===== config.mk =====
export PLATFORM = sky130hd
export DESIGN_NAME = clock_set_ctrl_flat
export DESIGN_NICKNAME = d
export VERILOG_FILES = /design/src/rtl/clock_ctrl_pkg.sv /design/src/rtl/clock_set_ctrl_if.sv /design/src/rtl/bcd_field_step.sv /design/src/rtl/clock_set_ctrl.sv /design/src/flat_wrapper.sv
export SDC_FILE = /design/constraint.sdc
export NUM_CORES = 1
export LEC_CHECK = 0
export BUFFER_PORTS_ARGS = -buffer_cell sky130_fd_sc_hd__buf_2
export CAP_MARGIN = 20
export CORE_UTILIZATION = 32
export CTS_BUF_LIST = sky130_fd_sc_hd__clkbuf_8
export DETAILED_ROUTE_END_ITERATION = 6
export SLEW_MARGIN = 10
export SYNTH_ARGS = -nofsm -noshare
export SYNTH_HDL_FRONTEND = slang
export SYNTH_SLANG_ARGS = --single-unit

===== constraint.sdc =====
create_clock -name clk -period 3.85 [get_ports clk]
set_input_delay 0.385 -clock clk [delete_from_list [all_inputs] [get_ports clk]]
set_output_delay 0.385 -clock clk [all_outputs]
set_load 0.02 [all_outputs]

===== src/rtl/clock_ctrl_pkg.sv =====
// Shared encodings for the front-panel time-set controller: FSM states, BCD field limits
// and the counter speed codes.
package clock_ctrl_pkg;

    typedef enum logic [2:0] {
        StRun    = 3'd0,
        StSetH   = 3'd1,
        StSetM   = 3'd2,
        StSetS   = 3'd3,
        StCommit = 3'd4
    } state_e;

    localparam logic [7:0] HOUR_MAX = 8'h23;
    localparam logic [7:0] MIN_MAX  = 8'h59;
    localparam logic [7:0] SEC_MAX  = 8'h59;

    localparam logic [1:0] SPD_X1   = 2'b00;
    localparam logic [1:0] SPD_X10  = 2'b01;
    localparam logic [1:0] SPD_X100 = 2'b10;
    localparam logic [1:0] SPD_X200 = 2'b11;

endpackage


===== src/rtl/clock_set_ctrl_if.sv =====
// Bundle of button pulses, current time and load/display outputs between the panel
// controller (slave) and its surroundings (master).
interface clock_set_ctrl_if;

    logic       tick;
    logic       btn_mode;
    logic       btn_up;
    logic       btn_down;
    logic       btn_spd;
    logic [7:0] cur_hour;
    logic [7:0] cur_min;
    logic [7:0] cur_sec;

    logic       run_en;
    logic       load;
    logic [7:0] load_hour;
    logic [7:0] load_min;
    logic [7:0] load_sec;
    logic [1:0] time_spd;
    logic [2:0] blink_mask;

    modport master (
        output tick, btn_mode, btn_up, btn_down, btn_spd, cur_hour, cur_min, cur_sec,
        input  run_en, load, load_hour, load_min, load_sec, time_spd, blink_mask
    );

    modport slave (
        input  tick, btn_mode, btn_up, btn_down, btn_spd, cur_hour, cur_min, cur_sec,
        output run_en, load, load_hour, load_min, load_sec, time_spd, blink_mask
    );

endinterface


===== src/rtl/bcd_field_step.sv =====
// Combinational +/-1 step of a two-digit BCD field with wrap-around at 00/max.
// An invalid value snaps to 00 on up and to max on down.
module bcd_field_step (
    input  logic [7:0] value,
    input  logic [7:0] max,
    input  logic       up,
    input  logic       down,
    output logic [7:0] next_value
);

    logic [3:0] hi;
    logic [3:0] lo;
    logic       valid;

    always_comb begin
        hi         = value[7:4];
        lo         = value[3:0];
        // Valid BCD digits keep numeric order, so a plain compare against max works.
        valid      = (hi <= 4'd9) && (lo <= 4'd9) && (value <= max);
        next_value = value;
        if (up && !down) begin
            if (!valid || value == max) begin
                next_value = 8'h00;
            end else if (lo == 4'd9) begin
                next_value = {hi + 4'd1, 4'd0};
            end else begin
                next_value = {hi, lo + 4'd1};
            end
        end else if (down && !up) begin
            if (!valid || value == 8'h00) begin
                next_value = max;
            end else if (lo == 4'd0) begin
                next_value = {hi - 4'd1, 4'd9};
            end else begin
                next_value = {hi, lo - 4'd1};
            end
        end
    end

endmodule


===== src/rtl/clock_set_ctrl.sv =====
// Front-panel edit sequencer: shadows the counter time, edits hour/min/sec by buttons,
// commits with a one-cycle load strobe, and handles timeout, speed select and blinking.
module clock_set_ctrl
    import clock_ctrl_pkg::*;
#(
    parameter int unsigned TIMEOUT_TICKS = 30,
    parameter int unsigned BLINK_HALF    = 2
) (
    input logic             clk,
    input logic             rst,
    clock_set_ctrl_if.slave bus
);

    localparam int unsigned ToW = $clog2(TIMEOUT_TICKS + 1);
    localparam int unsigned BlW = $clog2(BLINK_HALF + 1);

    state_e           state_q, state_d;
    logic [1:0]       spd_q, spd_d;
    logic [7:0]       hour_q, hour_d;
    logic [7:0]       min_q, min_d;
    logic [7:0]       sec_q, sec_d;
    logic [ToW-1:0]   to_q, to_d;
    logic [BlW-1:0]   bl_cnt_q, bl_cnt_d;
    logic             bl_q, bl_d;
    logic             run_en_q, run_en_d;
    logic             load_q, load_d;
    logic [2:0]       mask_q, mask_d;

    logic [7:0]       sel_val;
    logic [7:0]       sel_max;
    logic [7:0]       step_val;
    logic             any_btn;
    logic             step_en;

    always_comb begin
        sel_val = hour_q;
        sel_max = HOUR_MAX;
        case (state_q)
            StSetM:  begin sel_val = min_q; sel_max = MIN_MAX; end
            StSetS:  begin sel_val = sec_q; sel_max = SEC_MAX; end
            default: begin sel_val = hour_q; sel_max = HOUR_MAX; end
        endcase
    end

    bcd_field_step u_step (
        .value      (sel_val),
        .max        (sel_max),
        .up         (bus.btn_up),
        .down       (bus.btn_down),
        .next_value (step_val)
    );

    always_comb begin
        state_d  = state_q;
        spd_d    = spd_q;
        hour_d   = hour_q;
        min_d    = min_q;
        sec_d    = sec_q;
        to_d     = to_q;
        bl_cnt_d = bl_cnt_q;
        bl_d     = bl_q;
        any_btn  = bus.btn_mode | bus.btn_up | bus.btn_down | bus.btn_spd;
        step_en  = !bus.btn_mode && (bus.btn_up ^ bus.btn_down);

        case (state_q)
            StRun: begin
                if (bus.btn_mode) begin
                    hour_d  = bus.cur_hour;
                    min_d   = bus.cur_min;
                    sec_d   = bus.cur_sec;
                    state_d = StSetH;
                end
                if (bus.btn_spd) begin
                    spd_d = spd_q + 2'd1;
                end
            end
            StSetH, StSetM, StSetS: begin
                if (bus.btn_mode) begin
                    state_d = (state_q == StSetH) ? StSetM :
                              (state_q == StSetM) ? StSetS : StCommit;
                end else if (step_en) begin
                    if (state_q == StSetH)      hour_d = step_val;
                    else if (state_q == StSetM) min_d  = step_val;
                    else                        sec_d  = step_val;
                end
                // A press coinciding with the expiring tick wins over the timeout.
                if (any_btn) begin
                    to_d = '0;
                end else if (bus.tick) begin
                    if (to_q == ToW'(TIMEOUT_TICKS - 1)) state_d = StRun;
                    else                                 to_d = to_q + ToW'(1);
                end
                if (bus.btn_up || bus.btn_down) begin
                    bl_cnt_d = '0;
                    bl_d     = 1'b0;
                end else if (bus.tick) begin
                    if (bl_cnt_q == BlW'(BLINK_HALF - 1)) begin
                        bl_cnt_d = '0;
                        bl_d     = ~bl_q;
                    end else begin
                        bl_cnt_d = bl_cnt_q + BlW'(1);
                    end
                end
            end
            StCommit: state_d = StRun;
            default:  state_d = StRun;
        endcase

        if (state_d != state_q) begin
            to_d     = '0;
            bl_cnt_d = '0;
            bl_d     = 1'b0;
        end

        run_en_d = (state_d == StRun);
        load_d   = (state_d == StCommit);
        case (state_d)
            StSetH:  mask_d = {bl_d, 2'b00};
            StSetM:  mask_d = {1'b0, bl_d, 1'b0};
            StSetS:  mask_d = {2'b00, bl_d};
            default: mask_d = 3'b000;
        endcase
    end

    always_ff @(posedge clk) begin
        if (!rst) begin
            state_q  <= StRun;
            spd_q    <= SPD_X1;
            hour_q   <= 8'h00;
            min_q    <= 8'h00;
            sec_q    <= 8'h00;
            to_q     <= '0;
            bl_cnt_q <= '0;
            bl_q     <= 1'b0;
            run_en_q <= 1'b1;
            load_q   <= 1'b0;
            mask_q   <= 3'b000;
        end else begin
            state_q  <= state_d;
            spd_q    <= spd_d;
            hour_q   <= hour_d;
            min_q    <= min_d;
            sec_q    <= sec_d;
            to_q     <= to_d;
            bl_cnt_q <= bl_cnt_d;
            bl_q     <= bl_d;
            run_en_q <= run_en_d;
            load_q   <= load_d;
            mask_q   <= mask_d;
        end
    end

    assign bus.run_en     = run_en_q;
    assign bus.load       = load_q;
    assign bus.load_hour  = hour_q;
    assign bus.load_min   = min_q;
    assign bus.load_sec   = sec_q;
    assign bus.time_spd   = spd_q;
    assign bus.blink_mask = mask_q;

endmodule


===== src/flat_wrapper.sv =====
// flat-port wrapper written by rule: the top's interface ports become plain ports
module clock_set_ctrl_flat import clock_ctrl_pkg::*;
#(
    parameter int unsigned TIMEOUT_TICKS = 30,
    parameter int unsigned BLINK_HALF    = 2
)
  (clk, rst, bus_tick, bus_btn_mode, bus_btn_up, bus_btn_down, bus_btn_spd, bus_cur_hour, bus_cur_min, bus_cur_sec, bus_run_en, bus_load, bus_load_hour, bus_load_min, bus_load_sec, bus_time_spd, bus_blink_mask);
  clock_set_ctrl_if bus_i ();
  input logic clk;
  input logic rst;
  input wire logic [$bits(bus_i.tick)-1:0] bus_tick;
  input wire logic [$bits(bus_i.btn_mode)-1:0] bus_btn_mode;
  input wire logic [$bits(bus_i.btn_up)-1:0] bus_btn_up;
  input wire logic [$bits(bus_i.btn_down)-1:0] bus_btn_down;
  input wire logic [$bits(bus_i.btn_spd)-1:0] bus_btn_spd;
  input wire logic [$bits(bus_i.cur_hour)-1:0] bus_cur_hour;
  input wire logic [$bits(bus_i.cur_min)-1:0] bus_cur_min;
  input wire logic [$bits(bus_i.cur_sec)-1:0] bus_cur_sec;
  output wire logic [$bits(bus_i.run_en)-1:0] bus_run_en;
  output wire logic [$bits(bus_i.load)-1:0] bus_load;
  output wire logic [$bits(bus_i.load_hour)-1:0] bus_load_hour;
  output wire logic [$bits(bus_i.load_min)-1:0] bus_load_min;
  output wire logic [$bits(bus_i.load_sec)-1:0] bus_load_sec;
  output wire logic [$bits(bus_i.time_spd)-1:0] bus_time_spd;
  output wire logic [$bits(bus_i.blink_mask)-1:0] bus_blink_mask;
  assign bus_i.tick = bus_tick;
  assign bus_i.btn_mode = bus_btn_mode;
  assign bus_i.btn_up = bus_btn_up;
  assign bus_i.btn_down = bus_btn_down;
  assign bus_i.btn_spd = bus_btn_spd;
  assign bus_i.cur_hour = bus_cur_hour;
  assign bus_i.cur_min = bus_cur_min;
  assign bus_i.cur_sec = bus_cur_sec;
  assign bus_run_en = bus_i.run_en;
  assign bus_load = bus_i.load;
  assign bus_load_hour = bus_i.load_hour;
  assign bus_load_min = bus_i.load_min;
  assign bus_load_sec = bus_i.load_sec;
  assign bus_time_spd = bus_i.time_spd;
  assign bus_blink_mask = bus_i.blink_mask;
  clock_set_ctrl #(.TIMEOUT_TICKS(TIMEOUT_TICKS), .BLINK_HALF(BLINK_HALF)) u_core (.clk(clk), .rst(rst), .bus(bus_i));
endmodule

=== Word level (Yosys, flattened, before mapping) ===
Cells that the tools add are included.
Widths: inputs -> output; s select.

* Output and inout port bits: 31
* Bits of input ports: 31
* Logic and storage cells: 120
* Flip-flop bits (word level): 42

* Magnitude comparators: 3
* Equality and inequality tests: 20
* Add/subtract/negate cells: 7
* Bitwise gates (word level): 6
* Multiplexer cells: 45
* Reductions and logical operators: 28

{| class="wikitable"
|+ Operators by type and width
! kind !! count
|-
| $mux 8 || 20
|-
| $pmux 8 s2 || 4
|-
| $mux 3 || 7
|-
| $mux 5 || 3
|-
| $eq 3x2->1 const B || 4
|-
| $reduce_and 6->1 || 2
|-
| $pmux 3 s3 || 1
|-
| $add 4x1->4 const B || 2
|-
| $eq 8x8->1 || 1
|-
| $le 4x4->1 const B || 2
|-
| $le 8x8->1 || 1
|-
| $logic_not 8->1 || 1
|-
| $ne 2x1->1 const B || 4
|-
| $ne 2x2->1 const B || 4
|-
| $sub 4x1->4 const B || 2
|-
| $mux 7 || 1
|-
| $eq 3x1->1 const B || 2
|-
| $logic_not 3->1 || 2
|-
| $mux 2 || 3
|-
| $pmux 3 s2 || 1
|-
| $reduce_bool 2->1 || 3
|-
| $add 5x1->5 const B || 1
|-
| $eq 5x5->1 const B || 1
|-
| $logic_and 1x1->1 || 5
|-
| 17 further kinds || 32
|}

=== Logic depth before layout (Yosys ltp) ===
Gate-level depths: netlist (run 1).

* Depth in word-level cells: 15
* Gate-level depth with buffers: 17

=== By module ===
Synthesis (run 1) repeated with hierarchy kept, for this count alone.

* Cells, all modules: 368
* Area total of the unflattened synthesis: 2979.1 um2

{| class="wikitable"
|+ By module, submodules not included
! module !! cells an instance !! area an instance (um2) !! instances
|-
| clock_set_ctrl || 249 || 2104.5 || 1
|-
| bcd_field_step || 119 || 874.6 || 1
|}

=== Worst setup path after synthesis (run 1) ===
OpenSTA, ideal clock, no wires.

* Path type: register to register
* Start point: register u_core.state_q[2]
* End point: register u_core.sec_q[1] (netlist: u_core.bus.load_sec[1])
* Clock period less this slack: 3217 ps
* Required time: 3776 ps
* Library setup time: 74 ps
* Arrival: 3143 ps
* Stages on the path, launching flop included: 16
* Setup slack: 633 ps
* Path through: dfxtp_1 -> nand2b_4 -> buf_8 -> inv_4 -> buf_6 -> buf_2 -> nor2_1 -> a21o_1 -> inv_1 -> ha_1 -> and3_1 -> o21ai_0 -> o2111ai_4 -> or4_1 -> a221o_1 -> a31oi_1

* Word-level cells in the longest chain between the ends: 15

{| class="wikitable"
|+ Ends and longest elaborated chain
! what !! RTL line !! source
|-
| start: declaration || clock_set_ctrl.sv:17 || <nowiki>state_e state_q, state_d;</nowiki>
|-
| start signal: assignment || clock_set_ctrl.sv:127 || <nowiki>state_q <= StRun;</nowiki>
|-
| start signal: assignment || clock_set_ctrl.sv:139 || <nowiki>state_q <= state_d;</nowiki>
|-
| $eq 3x2->1, on equally long branches || clock_set_ctrl.sv:38, clock_set_ctrl.sv:65, clock_set_ctrl.sv:83 ||
|-
| $reduce_or 2->1 (no source line) / $pmux 8 s2 (equally long branches) || n/a ||
|-
| $mux 7 / $le 4x4->1 (equally long branches) || clock_set_ctrl.sv:38, bcd_field_step.sv:19 ||
|-
| $le 8x8->1 / $logic_and 1x1->1 (equally long branches) || bcd_field_step.sv:19 || <nowiki>valid = (hi <= 4'd9) && (lo <= 4'd9) && (value <= max);</nowiki>
|-
| $logic_and 1x1->1 || bcd_field_step.sv:19 ||
|-
| $logic_not 1->1 || bcd_field_step.sv:22, bcd_field_step.sv:30 ||
|-
| $logic_or 1x1->1 || bcd_field_step.sv:30 || <nowiki>if (!valid || value == 8'h00) begin</nowiki>
|-
| $mux 8 || bcd_field_step.sv:30 ||
|-
| $mux 8 || bcd_field_step.sv:29 || <nowiki>end else if (down && !up) begin</nowiki>
|-
| $mux 8 || bcd_field_step.sv:21 || <nowiki>if (up && !down) begin</nowiki>
|-
| $mux 8 || clock_set_ctrl.sv:83 || <nowiki>else if (state_q == StSetM) min_d = step_val;</nowiki>
|-
| $mux 8 || clock_set_ctrl.sv:82 || <nowiki>if (state_q == StSetH) hour_d = step_val;</nowiki>
|-
| $mux 8 || clock_set_ctrl.sv:81 || <nowiki>end else if (step_en) begin</nowiki>
|-
| $mux 8 || clock_set_ctrl.sv:78 || <nowiki>if (bus.btn_mode) begin</nowiki>
|-
| $pmux 8 s2 || clock_set_ctrl.sv:65 || <nowiki>case (state_q)</nowiki>
|-
| end signal: assignment || clock_set_ctrl.sv:131 || <nowiki>sec_q <= 8'h00;</nowiki>
|-
| end signal: assignment || clock_set_ctrl.sv:143 || <nowiki>sec_q <= sec_d;</nowiki>
|-
| end: declaration || clock_set_ctrl.sv:21 || <nowiki>logic [7:0] sec_q, sec_d;</nowiki>
|}

Parallel ways exist; a longest one is shown, timed or not. The select of a mux whose other input is x is not followed.
A chain may end at the register's enable or synchronous reset.

=== Final worst setup path (run 1) ===
* Start point: register u_core.state_q[2]
* End point: register u_core.sec_q[4] (netlist: u_core.bus.load_sec[4])

The elaborated chain is that of the path after synthesis.

==> reports/metrics.csv, run 1 <==
metric;value;unit
status;finished, final reports clean;
Post-route DRC;0;
setup TNS;0;ns
Yosys top cell area share;29.5;%
DR WL/cell;16.5;um
worst rel slew slack;43.0;%
DP Area;3220;um^2
FMAX;0.292;GHz
post-route setup slack;0.421;ns
ant diodes;0;
P&R area growth vs syn;16.7;%
Setup Buffers After CTS;0;
top post-synthesis cells by count;dfxtp_1, o21ai_0, a21oi_1, nor2_1, nand2_1;
final worst-path cycle share;89.1;%
layout cells sized above 1;25.4;%
GRT Total Usage;19.2;%
H-tree levels;2;
total gr overflow;0;
Post-Syn Area;2850;um^2
Num CTS Buffers;5;
Core Rows;34;
Synth Area per Inst;8.11;um^2
Distinct cells, synth;65;
Setup Viol. Count Final;0;
I/O pin count;62;
Main synth FF type;dfxtp_1;
Worst Setup Start Kind;flip-flop;
required time worst endpoint;4.04;ns
Root Driver;clkbuf_8;
CP endpoint kind;flip-flop;
Hold Fails Final Rpt;0;
Die Area;9280;um^2
Synth area leaders;dfxtp_1, o21ai_0, a21oi_1, ha_1, nor2_1;
slowest library cell on the worst path;dfxtp_2;
Detailed Routing Iterations Pass 1;5;
Buffers on Ports;61;
sequential fraction of the synthesis area;29.5;%
Initial Utilization;32.8;%
most frequent cell after synthesis;dfxtp_1;
number of global-route vias before repair;2591;
final antenna-violating net count;0;
WL final;8470;um
Worst Path Arrival;3.62;ns
fin util;38.3;%
clk slew on worst S/H paths;0.09;ns
Total Nets Final;444;
pwr/cell area;348;nW/um^2
Net Count, Synth;391;
first-pass GRT wire length;13500;um
Fillers;940;
Chip Height;96.3;um
Design Area, Final;3320;um^2
Final Skew;0.00942;ns
HPWL after DPL;6310;um
die span in x;96.3;um
crit path kind;flip-flop to flip-flop;
largest net degree at the start of global routing;35;
Yosys reg bits;42;
CTS tree;yes;
Tmin final;3.43;ns
synth warn;0;
EDFF count, synth;0;
Sink Count;42;
RSZ-0062 raised after global routing;false;
clock latency on the worst-skew pair;0.30;ns
Initial DRC Count;212;
Core Area;8680;um^2
Place WS;0.317;ns
Worst path max stage delay;0.45;ns
RePlAce Congestion;0.919;
Leakage;1.37;nW
critical path cell sequence;nand2b_4 -> inv_4 -> nor2_1 -> a21o_1 -> inv_1 -> ha_1 -> and3_1 -> o21ai_0 -> o2111ai_4 -> a21oi_2 -> buf_4 -> a2111o_1 -> nor4_1 -> a2111oi_0;
DR vias/cell;5.55;
Top delay family on crit path;compound AO/OA/AOI/OAI gates;
Max clock buf depth;2;
Vias;2847;
Synth area leader;dfxtp_1;
Hold WC Path Type;input port to flip-flop;
max cap viols;0;
Worst Tran Pin Value;0.849;ns
CP Max Fanout;13;
initial antenna violation count;0;
Cells after Synth;351;
buffer and inverter count on the worst path;3;
maximum vdd drop;192;uV
asr flop ratio synth;0;%
Max Transition Viols Final;0;
total power;1.16;mW
==> area by class of cell <==
class / instances / area [um^2] / share of cell area (%)
Clock buffer: 6 / 82.6 / 2.49
Clock inverter: 2 / 12.5 / 0.377
Inverter: 13 / 51.3 / 1.54
Multi-Input combinational cell: 273 / 1830 / 55.1
Sequential cell: 42 / 843 / 25.4
Tap cell: 108 / 135 / 4.07
Timing Repair Buffer: 69 / 365 / 11.0
==> report_power, final <==
group	switching [mW]	internal [mW]
registers	0.0261	0.462
logic	0.221	0.134
clock network	0.167	0.146
total	0.414	0.741
==> worst register-to-register path, cell delays in order, from the launching register on <==
cell	delay (ns)
dfxtp_2	0.45
nand2b_4	0.26
inv_4	0.07
nor2_1	0.09
a21o_1	0.20
inv_1	0.13
ha_1	0.30
and3_1	0.17
o21ai_0	0.28
o2111ai_4	0.26
a21oi_2	0.32
buf_4	0.19
a2111o_1	0.18
nor4_1	0.06
a2111oi_0	0.35
==> routing by layer <==
metal | GRT usage [%] | routed length, um | vias up
met5 | 0 | 0 | -
met2 | 32.1 | 4010 | 106
met1 | 25.4 | 3760 | 1342
li1 | - | - | 1389
met4 | 5.51 | 158 | 0
met3 | 3.24 | 537 | 10
==> sequential cells by signal (all words and copies together), names as in the netlist <==
name	count
u_core.bl_q	1
u_core.bus.time_spd	2
u_core.bl_cnt_q	2
u_core.bus.blink_mask	3
u_core.bus.load_hour	8
u_core.bus.load	1
u_core.to_q	5
u_core.state_q	3
u_core.bus.load_min	8
u_core.bus.run_en	1
u_core.bus.load_sec	8
==> cell families after synthesis <==
family                   synth area share (%)
AO/OA/AOI/OAI                            26.8
XOR/XNOR                                 3.69
adder cells (fa/ha/maj)                  3.95
buffers and inverters                    6.15
flip-flops                               29.5
multiplexers                             7.16
AND/OR/NAND/NOR                          22.7
==> final timing paths <==
path	from	end	slack, ns	depth (start not counted)
max	u_core.state_q[2]$_SDFF_PN0_	u_core.bus.load_sec[4]$_SDFFE_PN0P_	0.42	14
min	bus_cur_sec[7]	u_core.bus.load_sec[7]$_SDFFE_PN0P_	0.33	3
max reg2reg	u_core.state_q[2]$_SDFF_PN0_	u_core.bus.load_sec[4]$_SDFFE_PN0P_	0.42	14
min reg2reg	u_core.bl_cnt_q[0]$_SDFFE_PP0P_	u_core.bl_cnt_q[0]$_SDFFE_PP0P_	0.49	2
==> what timing repair did <==
action | in CTS | in global routing
setup endpoints to repair | 0 | 7
gates resized for setup | 0 | 2
hold buffers | 0 | 0
==> cells in the final DEF (no fill, tap or decap), types with 3 or more instances in the layout <==
cell	netlist	layout
nand3_1	9	9
ha_1	9	9
o31ai_1	3	3
xor2_1	5	5
mux2i_1	7	7
nor2b_1	7	7
and2_1	4	4
xnor2_1	7	7
clkbuf_8	0	6
o21ai_0	37	37
a31oi_1	8	8
nand2_1	23	23
inv_1	12	13
buf_4	0	8
buf_2	3	61
nor4_1	6	6
dfxtp_1	42	40
a21oi_1	35	35
and4_1	3	3
nand2b_1	7	7
nor3_1	15	15
and3_1	5	5
a21o_1	4	4
nor2_1	27	27
mux2_2	6	6
==> through the flow <==
step | std cells | hold slack [ns]
finish | 513 | 0.330
global route | 513 | 0.348
CTS | 513 | 0.324
detailed placement | 505 | 0.485
global placement | 505 | 0.478
floorplan | 351 | 0.457
Note: power is estimated with default switching activity, not from simulation.
==> run 2, diff against run 1 <==
--- a/config.mk
+++ b/config.mk
@@ -10,6 +10,7 @@
 export CORE_UTILIZATION = 32
 export CTS_BUF_LIST = sky130_fd_sc_hd__clkbuf_8
 export DETAILED_ROUTE_END_ITERATION = 6
+export RECOVER_POWER = 100
 export SLEW_MARGIN = 10
 export SYNTH_ARGS = -nofsm -noshare
 export SYNTH_HDL_FRONTEND = slang
==> reports/metrics.csv, run 2 (synthesized netlist as in run 1, its figures left out) <==
metric;value;unit
status;finished, final reports clean;
Hold WC Path Type;input port to flip-flop;
clk slew on worst S/H paths;0.09;ns
Final Skew;0.00890;ns
min-delay src;bus_cur_sec[7];
Initial Utilization;32.8;%
ant diodes;0;
Hold Fails Final Rpt;0;
crit path kind;flip-flop to flip-flop;
pwr/cell area;350;nW/um^2
Worst Setup Start Kind;flip-flop;
Setup Viol. Count Final;0;
Leakage;1.24;nW
P&R area growth vs syn;14.9;%
number of global-route vias before repair;2591;
Max Transition Viols Final;0;
RSZ-0062 raised after global routing;false;
Worst R2R Path Depth;12;
total gr overflow;0;
required time worst endpoint;3.99;ns
most common cell after layout, fill and taps aside;dfxtp_1;
cts hold-fix bufs;0;
CP Max Fanout;13;
commonest cells after routing, fill and taps aside;dfxtp_1, o21ai_0, a21oi_1;
Worst path max stage delay;0.86;ns
Detailed Routing Iterations Pass 1;5;
Root Driver;clkbuf_8;
WHS Endpoint;u_core.bus.load_sec[7]$_SDFFE_PN0P_;
CTS tree;yes;
max cap viols;0;
GRT Total Usage;19.2;%
Top delay family on crit path;compound AO/OA/AOI/OAI gates;
CP startpoint;u_core.state_q[2]$_SDFF_PN0_;
layout cells sized above 1;17.3;%
Sink Count;42;
Worst Tran Pin Value;1.00;ns
HPWL after DPL;6310;um
Initial DRC Count;217;
r2r setup slk;0.25;ns
Buffers on Ports;61;
Setup Buffers After CTS;0;
Fillers;954;
first-pass GRT wire length;13500;um
largest net degree at the start of global routing;35;
Vias;2873;
slowest library cell on the worst path;o311ai_0;
Core Area;8680;um^2
Crit Reg-Reg Startpoint;u_core.state_q[2]$_SDFF_PN0_;
clock latency on the worst-skew pair;0.30;ns
hold path depth;3;
final antenna-violating net count;0;
initial antenna violation count;0;
H-tree levels;2;
Post-route DRC;0;
worst rel slew slack;32.5;%
critical path cell sequence;nand2b_4 -> inv_4 -> nor2_1 -> a21o_1 -> inv_1 -> ha_1 -> o2111ai_1 -> o2111ai_4 -> a21oi_2 -> nor2b_1 -> o311ai_0 -> a31oi_1;
Worst Path Arrival;3.74;ns
Reg-to-Reg End;u_core.bus.load_sec[2]$_SDFFE_PN0P_;
die span in x;96.3;um
CP endpoint kind;flip-flop;
Tmin final;3.60;ns
final worst-path cycle share;93.6;%
DR WL/cell;16.6;um
Chip Height;96.3;um
maximum vdd drop;189;uV
Crit path depth;12;
Die Area;9280;um^2
DR vias/cell;5.60;
FMAX;0.278;GHz
total power;1.14;mW
Num CTS Buffers;5;
Max clock buf depth;2;
Total Nets Final;444;
WL final;8510;um
RePlAce Congestion;0.919;
buffer and inverter count on the worst path;2;
I/O pin count;62;
Core Rows;34;
setup TNS;0;ns
[run 2: changes by cell type in the layout (fill, tap and decap cells not counted), sizes merged]
| cell | delta |
|---|---|
| clkbuf | +32 |
| buf | -32 |
[run 2: worst reg2reg max path: cells and delay by family (launching register included)]
kind	cells	cell delay, ns
adder cells (fa/ha/maj)	1	0.31
AO/OA/AOI/OAI	6	1.98
buffers and inverters	2	0.20
AND/OR/NAND/NOR	3	0.51
flip-flops	1	0.45
[run 2: layer usage]
metal	GRT usage, %	part of all wire, %	vias up
met1	25.4	44	1361
li1	-	-	1382
met4	5.51	1.3	0
met3	3.24	6.5	7
met5	0	0	-
met2	32.1	48	123
[run 2: per-stage QoR]
stage | util, % | hold slack [ns] | cells | area [um^2] | setup WS (ns)
4_1_cts | 38.2 | 0.324 | 513 | 3320 | 0.309
6_report | 37.7 | 0.330 | 513 | 3270 | 0.248
3_3_place_gp | 37.2 | 0.478 | 505 | 3220 | 0.422
3_5_place_dp | 37.2 | 0.485 | 505 | 3220 | 0.317
5_1_grt | 37.7 | 0.348 | 513 | 3270 | 0.0346
2_1_floorplan | - | 0.457 | 351 | 2850 | 0.633
[run 2: cell type report]
type                    count  area (um^2)  share of cell area (%)
clock buffers               6         82.6                    2.52
clock inverters             2         12.5                   0.382
inverters                  13         51.3                    1.57
multi-input cells         273         1820                    55.8
flip-flops and latches     42          843                    25.8
well taps                 108          135                    4.13
repair buffers             69          323                    9.87
[run 2: worst max-delay path by stage]
stage / to / slack (ns)
after floorplan: u_core.bus.load_sec[1]$_SDFFE_PN0P_ / 0.63
after global placement: u_core.bus.load_min[6]$_SDFFE_PN0P_ / 0.42
after detailed placement: u_core.bus.load_min[6]$_SDFFE_PN0P_ / 0.32
after CTS: u_core.bus.load_min[6]$_SDFFE_PN0P_ / 0.31
after global routing: u_core.bus.load_min[1]$_SDFFE_PN0P_ / 0.03
final: u_core.bus.load_sec[2]$_SDFFE_PN0P_ / 0.25
[run 2: timing repair]
| action | 4_1_cts | 5_1_grt |
|---|---|---|
| hold endpoints to repair | 0 | 0 |
| resized for setup | 0 | 2 |
| endpoints found under the setup margin | 0 | 7 |
[run 2: power by group]
| group | switching, mW | internal, mW |
|---|---|---|
| clock network | 0.166 | 0.146 |
| registers | 0.0267 | 0.462 |
| logic | 0.220 | 0.124 |
| total | 0.412 | 0.731 |
